**src/rtl/mio_responder_if.sv**
```systemverilog
// rtl/mio_responder_if.sv - CPU-side memory/IO handshake bundle for mio_responder
interface mio_responder_if;
  logic        mem_r;
  logic        mem_w;
  logic        cpu_mio;
  logic [31:0] addr;
  logic [31:0] wdata;
  logic [31:0] rdata;
  logic        mio_ready;

  modport master (
    output mem_r, mem_w, cpu_mio, addr, wdata,
    input  rdata, mio_ready
  );

  modport slave (
    input  mem_r, mem_w, cpu_mio, addr, wdata,
    output rdata, mio_ready
  );
endinterface

```
**src/rtl/mio_responder.sv**
```systemverilog
// rtl/mio_responder.sv - memory/IO responder: RAM with wait states, LED/switch/cycle-counter registers
// Optional macro MIO_BUSERR_EN: sticky bus_err on unmapped accesses and switch writes.
module mio_responder #(
  parameter int RAM_AW  = 10,
  parameter int RAM_LAT = 2,
  parameter int LED_W   = 16,
  parameter int SW_W    = 16
) (
  input  logic              clk,
  input  logic              reset,
  mio_responder_if.slave    bus,
  output logic [RAM_AW-1:0] ram_addr,
  output logic              ram_we,
  output logic [31:0]       ram_wdata,
  input  logic [31:0]       ram_rdata,
  input  logic [SW_W-1:0]   sw,
  output logic [LED_W-1:0]  led,
  output logic              bus_err
);
  localparam logic [31:0] LED_ADDR  = 32'hFFFF_FF00;
  localparam logic [31:0] SW_ADDR   = 32'hFFFF_FF04;
  localparam logic [31:0] CNT_ADDR  = 32'hFFFF_FF08;
  localparam logic [3:0]  WAIT_INIT = 4'(RAM_LAT - 1);

  typedef enum logic [1:0] {IDLE, RAM_WAIT, DONE} state_t;
  state_t state, next_state;

  logic [3:0]      wait_cnt;
  logic            wr_q;
  logic [31:0]     cyc_cnt;
  logic [SW_W-1:0] sw_meta, sw_sync;
  logic [31:0]     rdata_q;
  logic            ready_c, we_c;
  logic            accept, is_wr, hit_ram, hit_led, hit_sw, hit_cnt;
  logic            unused_addr_lsbs;

  assign accept  = (state == IDLE) && (bus.mem_r || bus.mem_w) && bus.cpu_mio;
  assign is_wr   = bus.mem_w;
  assign hit_ram = (bus.addr[31:RAM_AW+2] == '0);
  assign hit_led = (bus.addr[31:2] == LED_ADDR[31:2]);
  assign hit_sw  = (bus.addr[31:2] == SW_ADDR[31:2]);
  assign hit_cnt = (bus.addr[31:2] == CNT_ADDR[31:2]);
  assign unused_addr_lsbs = ^bus.addr[1:0];

  assign bus.rdata     = rdata_q;
  assign bus.mio_ready = ready_c;
  assign ram_we        = we_c;

  always_ff @(posedge clk or posedge reset) begin
    if (reset) state <= IDLE;
    else       state <= next_state;
  end

  always_comb begin
    next_state = state;
    ready_c    = 1'b0;
    we_c       = 1'b0;
    case (state)
      IDLE: begin
        if (accept) next_state = hit_ram ? RAM_WAIT : DONE;
      end
      RAM_WAIT: begin
        // The counter still holds its load value only in the first wait cycle.
        we_c = wr_q && (wait_cnt == WAIT_INIT);
        if (wait_cnt == 4'd0) next_state = DONE;
      end
      DONE: begin
        ready_c    = 1'b1;
        next_state = IDLE;
      end
      default: next_state = IDLE;
    endcase
  end

  always_ff @(posedge clk or posedge reset) begin
    if (reset) begin
      wait_cnt  <= 4'd0;
      wr_q      <= 1'b0;
      ram_addr  <= '0;
      ram_wdata <= 32'd0;
      rdata_q   <= 32'd0;
      led       <= '0;
    end else begin
      case (state)
        IDLE: begin
          if (accept) begin
            wr_q <= is_wr;
            if (hit_ram) begin
              ram_addr  <= bus.addr[RAM_AW+1:2];
              ram_wdata <= bus.wdata;
              wait_cnt  <= WAIT_INIT;
            end else if (is_wr) begin
              if (hit_led) led <= bus.wdata[LED_W-1:0];
            end else if (hit_led) begin
              rdata_q <= 32'(led);
            end else if (hit_sw) begin
              rdata_q <= 32'(sw_sync);
            end else if (hit_cnt) begin
              // Report the count as it stands after this edge's increment.
              rdata_q <= cyc_cnt + 32'd1;
            end else begin
              rdata_q <= 32'd0;
            end
          end
        end
        RAM_WAIT: begin
          if (wait_cnt != 4'd0) wait_cnt <= wait_cnt - 4'd1;
          else if (!wr_q)       rdata_q  <= ram_rdata;
        end
        default: ;
      endcase
    end
  end

  always_ff @(posedge clk or posedge reset) begin
    if (reset) begin
      sw_meta <= '0;
      sw_sync <= '0;
      cyc_cnt <= 32'd0;
    end else begin
      sw_meta <= sw;
      sw_sync <= sw_meta;
      if (accept && hit_cnt && is_wr) cyc_cnt <= 32'd0;
      else                            cyc_cnt <= cyc_cnt + 32'd1;
    end
  end

`ifdef MIO_BUSERR_EN
  logic hit_none;
  assign hit_none = !(hit_ram || hit_led || hit_sw || hit_cnt);

  always_ff @(posedge clk or posedge reset) begin
    if (reset)                                       bus_err <= 1'b0;
    else if (accept && (hit_none || (hit_sw && is_wr))) bus_err <= 1'b1;
  end
`else
  assign bus_err = 1'b0;
`endif
endmodule

```
**src/flat_wrapper.sv**
```systemverilog
// flat-port wrapper written by rule: the top's interface ports become plain ports
module mio_responder_flat 
#(
  parameter int RAM_AW  = 10,
  parameter int RAM_LAT = 2,
  parameter int LED_W   = 16,
  parameter int SW_W    = 16
)
  (clk, reset, ram_addr, ram_we, ram_wdata, ram_rdata, sw, led, bus_err, bus_mem_r, bus_mem_w, bus_cpu_mio, bus_addr, bus_wdata, bus_rdata, bus_mio_ready);
  mio_responder_if bus_i ();
  input  logic clk;
  input  logic reset;
  output logic [RAM_AW-1:0] ram_addr;
  output logic ram_we;
  output logic [31:0] ram_wdata;
  input  logic [31:0] ram_rdata;
  input  logic [SW_W-1:0] sw;
  output logic [LED_W-1:0] led;
  output logic bus_err;
  input wire logic [$bits(bus_i.mem_r)-1:0] bus_mem_r;
  input wire logic [$bits(bus_i.mem_w)-1:0] bus_mem_w;
  input wire logic [$bits(bus_i.cpu_mio)-1:0] bus_cpu_mio;
  input wire logic [$bits(bus_i.addr)-1:0] bus_addr;
  input wire logic [$bits(bus_i.wdata)-1:0] bus_wdata;
  output wire logic [$bits(bus_i.rdata)-1:0] bus_rdata;
  output wire logic [$bits(bus_i.mio_ready)-1:0] bus_mio_ready;
  assign bus_i.mem_r = bus_mem_r;
  assign bus_i.mem_w = bus_mem_w;
  assign bus_i.cpu_mio = bus_cpu_mio;
  assign bus_i.addr = bus_addr;
  assign bus_i.wdata = bus_wdata;
  assign bus_rdata = bus_i.rdata;
  assign bus_mio_ready = bus_i.mio_ready;
  mio_responder #(.RAM_AW(RAM_AW), .RAM_LAT(RAM_LAT), .LED_W(LED_W), .SW_W(SW_W)) u_core (.clk(clk), .reset(reset), .bus(bus_i), .ram_addr(ram_addr), .ram_we(ram_we), .ram_wdata(ram_wdata), .ram_rdata(ram_rdata), .sw(sw), .led(led), .bus_err(bus_err));
endmodule
```
**config.mk**
```make
export PLATFORM = sky130hd
export DESIGN_NAME = mio_responder_flat
export DESIGN_NICKNAME = d
export VERILOG_FILES = /design/src/rtl/mio_responder_if.sv /design/src/rtl/mio_responder.sv /design/src/flat_wrapper.sv
export SDC_FILE = /design/constraint.sdc
export NUM_CORES = 1
export LEC_CHECK = 0
export BUFFER_PORTS_ARGS = -buffer_cell sky130_fd_sc_hd__clkbuf_2
export CAP_MARGIN = 25
export CORE_MARGIN = 3
export CORE_UTILIZATION = 52
export CTS_CLUSTER_SIZE = 16
export DETAILED_ROUTE_END_ITERATION = 6
export GPL_TIMING_DRIVEN = 0
export MAX_ROUTING_LAYER = met4
export PLACE_DENSITY_LB_ADDON = 0.08
export SYNTH_ARGS = -nofsm -noshare
export SYNTH_HDL_FRONTEND = slang
export SYNTH_SLANG_ARGS = --single-unit
export TNS_END_PERCENT = 10
```
**constraint.sdc**
```tcl
create_clock -name clk -period 5.6 [get_ports clk]
set_input_delay 0.56 -clock clk [delete_from_list [all_inputs] [get_ports clk]]
set_output_delay 0.56 -clock clk [all_outputs]
set_load 0.02 [all_outputs]
```
==> results_dict.tcl <==
set metrics [dict create \
    post_cts.repair.setup_buffers 0 \
    routabilityCongestion 0.891 \
    vias_per_cell 5.75 \
    drv_cap 0 \
    fmax_mhz 332 \
    vias 5815 \
    end_kind "flop" \
    worstHoldPathType "input pin to asynchronous set/reset pin" \
    synth_area_per_cell_sq_um 11.8 \
    grt-ovfl-total 0 \
    synth_area_leaders "dfrtp_1 57%, mux2_2 8.1%, nand2_1 2.2%" \
    dr.pass1.iters 6 \
    fin_crit_sh_pct 53.7 \
    grt_max_degree 103 \
    num_antenna_cells 0 \
    root_buffer "clkbuf_16" \
    cp.arrival_ps 3360 \
    slew-limit-headroom_pct 38.8 \
    drt_iter0_markers 520 \
    worstSetupStartpointType "flop" \
    crit_fanout 10 \
    slowest_stage "clkbuf_1" \
    std_cell_rows 41 \
    clkTransAtPathRegs_ps 60 \
    tightest_slew_ps 915 \
    final_common_cell "clkbuf_2" \
    hold_slack_ps 199 \
    async_flop_share_pct 100 \
    cts-htree-levels 4 \
    postCtsHoldBufs 0 \
    drv_slew 0 \
    netlist.area_leader.share_pct 57.1 \
    cellLeakagePower_nw 4.27 \
    cts_buffer_depth 2 \
    rsz0062_at_grt "no" \
    cts_resized 0 \
    status "finished clean" \
    cts_tree "done" \
    crit_path_max_incr_delay_ps 600 \
    period_minus_slack_ps 3010 \
    die_area_sq_mm 0.0150 \
    finalSetupViolations 0 \
    worstPathCellList "inv_1 -> ha_1 -> or3b_2 -> o22ai_1 -> and2_1 -> clkbuf_1 -> clkbuf_1 -> o22ai_1 -> o2bb2ai_1" \
    place_area_sq_mm 0.00834 \
    yosys_warnings 0 \
    dieWidth_microns 123 \
    routedWlPerCell_microns 18.6 \
    synthCells 600 \
    crit_type "flop to flop" \
    syn-cell-area_sq_mm 0.00706 \
    die_height_microns 123 \
    cts_inserted_buffers 17 \
    peakVddDrop_v 0.000276 \
    yosysSeqAreaShare_pct 57.1 \
    drt-total-wl_mm 18.8 \
    cp.required_ps 5950 \
    core_area_sq_mm 0.0129 \
    drc 0 \
    io_pins 210 \
    design_area_sq_mm 0.00898 \
    layout.nets 947 \
    antenna_found_initial 0 \
    layout_common_cells "206 x clkbuf_2, 161 x dfrtp_1, 51 x mux2_2, 42 x nand2_1, 35 x nor2_1" \
    grt_pass1_wl_mm 29.4 \
    synth_edf_count 0 \
    cts.sink_count 161 \
    synth_ff_type "dfrtp_1" \
    fin_skew_ps 9.27 \
    ys_types 57 \
    syn_to_final_growth_pct 27.1 \
    clk_latency_ps 430 \
    grt_pass1_vias 6010 \
    port_buffers 206 \
    reg2reg_slack_ps 2590 \
    dp_hpwl_mm 14.0 \
    pwr_density_cell_mw_per_mm2 371 \
    grt_usage_pct 26.2 \
    drt.antenna.violating_nets 0 \
    yosysTopAreaCell "dfrtp_1" \
    final-hold-violation-count 0 \
    layout-drive-gt1-share_pct 38.5 \
    start_util_pct 54.6 \
    ys_ff_latch 161 \
    synthesis.nets 721 \
]
==> power breakdown <==
group / switching [mW] / internal, mW
combinational: 0.439 / 0.268
sequential: 0.0859 / 1.30
clock: 0.468 / 0.775
==> registers in the layout, indices dropped and copies added, names as in the netlist <==
register,count
u_core.state,2
u_core.wait_cnt,4
u_core.wr_q,1
u_core.bus.rdata,32
u_core.cyc_cnt,32
u_core.sw_meta,16
u_core.led,16
u_core.ram_wdata,32
u_core.sw_sync,16
u_core.ram_addr,10
==> kinds of logic after synthesis <==
logic type	count (synthesis)	share of synthesized area, %
AO/OA/AOI/OAI	116	12.0
XOR/XNOR	17	2.11
adder cells (fa/ha/maj)	4	0.709
buffers and inverters	37	2.14
flip-flops	161	57.1
multiplexers	69	11.4
other	1	0.0531
AND/OR/NAND/NOR	195	14.5
==> Yosys cell counts (5+ instances only) <==
master     count
dfrtp_1      161
nor4_1        16
and3_1         5
and2_1         5
nor2_1        35
o22ai_1        8
xnor2_1       11
or4_1          5
a31oi_1       15
nand2_1       42
o2bb2ai_1      8
o21ba_2        8
o31a_1         6
a21oi_1        8
or3_1          5
nor2b_1        5
and4_1         6
mux2_2        51
o211ai_1      11
nand4_1       11
mux2_4        10
o221a_2        7
xor2_1         6
o21ai_0       21
mux2i_1        8
nand3_1       24
nor3_1        24
inv_1          7
clkbuf_1      25
==> layer usage <==
metal  global-route usage [%]  vias to the layer above  wire, microns
li1                         -                     2687              -
met3                     6.82                       32           1360
met2                     42.6                      258           9440
met4                     8.68                        0            434
met5                        -                        -              0
met1                     32.1                     2838           7560
==> area by class of cell <==
class	instances	area, sq um
tap	172	215
buffer	30	125
clock buffer	21	460
inverter	7	31.3
fill	1008	3950
timing repair buffer	207	1060
multi-input combinational	402	2880
clock inverter	11	176
sequential	161	4030
==> worst paths after layout <==
kind                                   endpoint  cells after the start                from
setup / recovery           u_core.bus.rdata[10]                      9  u_core.wait_cnt[0]
hold / removal             u_core.ram_wdata[20]                      2               reset
setup reg to reg           u_core.bus.rdata[10]                      9  u_core.wait_cnt[0]
hold reg to reg               u_core.sw_sync[6]                      0   u_core.sw_meta[6]
max in group asynchronous  u_core.bus.rdata[17]                      3               reset
min in group clk             u_core.sw_meta[13]                      1              sw[13]
==> critical path, delay by kind of cell (launching register included) <==
kind	cells	cell delay, ps
buffers and inverters	3	1100
and+or+nand+nor	2	660
AOI/OAI and AO/OA	3	570
DFF	1	400
adders and majority gates	1	190
==> through the flow <==
| step | total power [mW] | utilization [%] | setup TNS, ps | instances | worst slack, ps |
|---|---|---|---|---|---|
| floorplan | 1.84 | - | 0 | 600 | 692 |
| finish | 3.33 | 69.4 | 0 | 1011 | 2590 |
| global placement | 2.08 | 64.3 | -136970 | 978 | -861 |
| CTS | 3.35 | 69.4 | 0 | 1011 | 2610 |
| detailed placement | 2.11 | 64.5 | 0 | 979 | 2350 |
| global route | 3.49 | 69.4 | 0 | 1011 | 2480 |
Power figures use the tool's default switching activity.
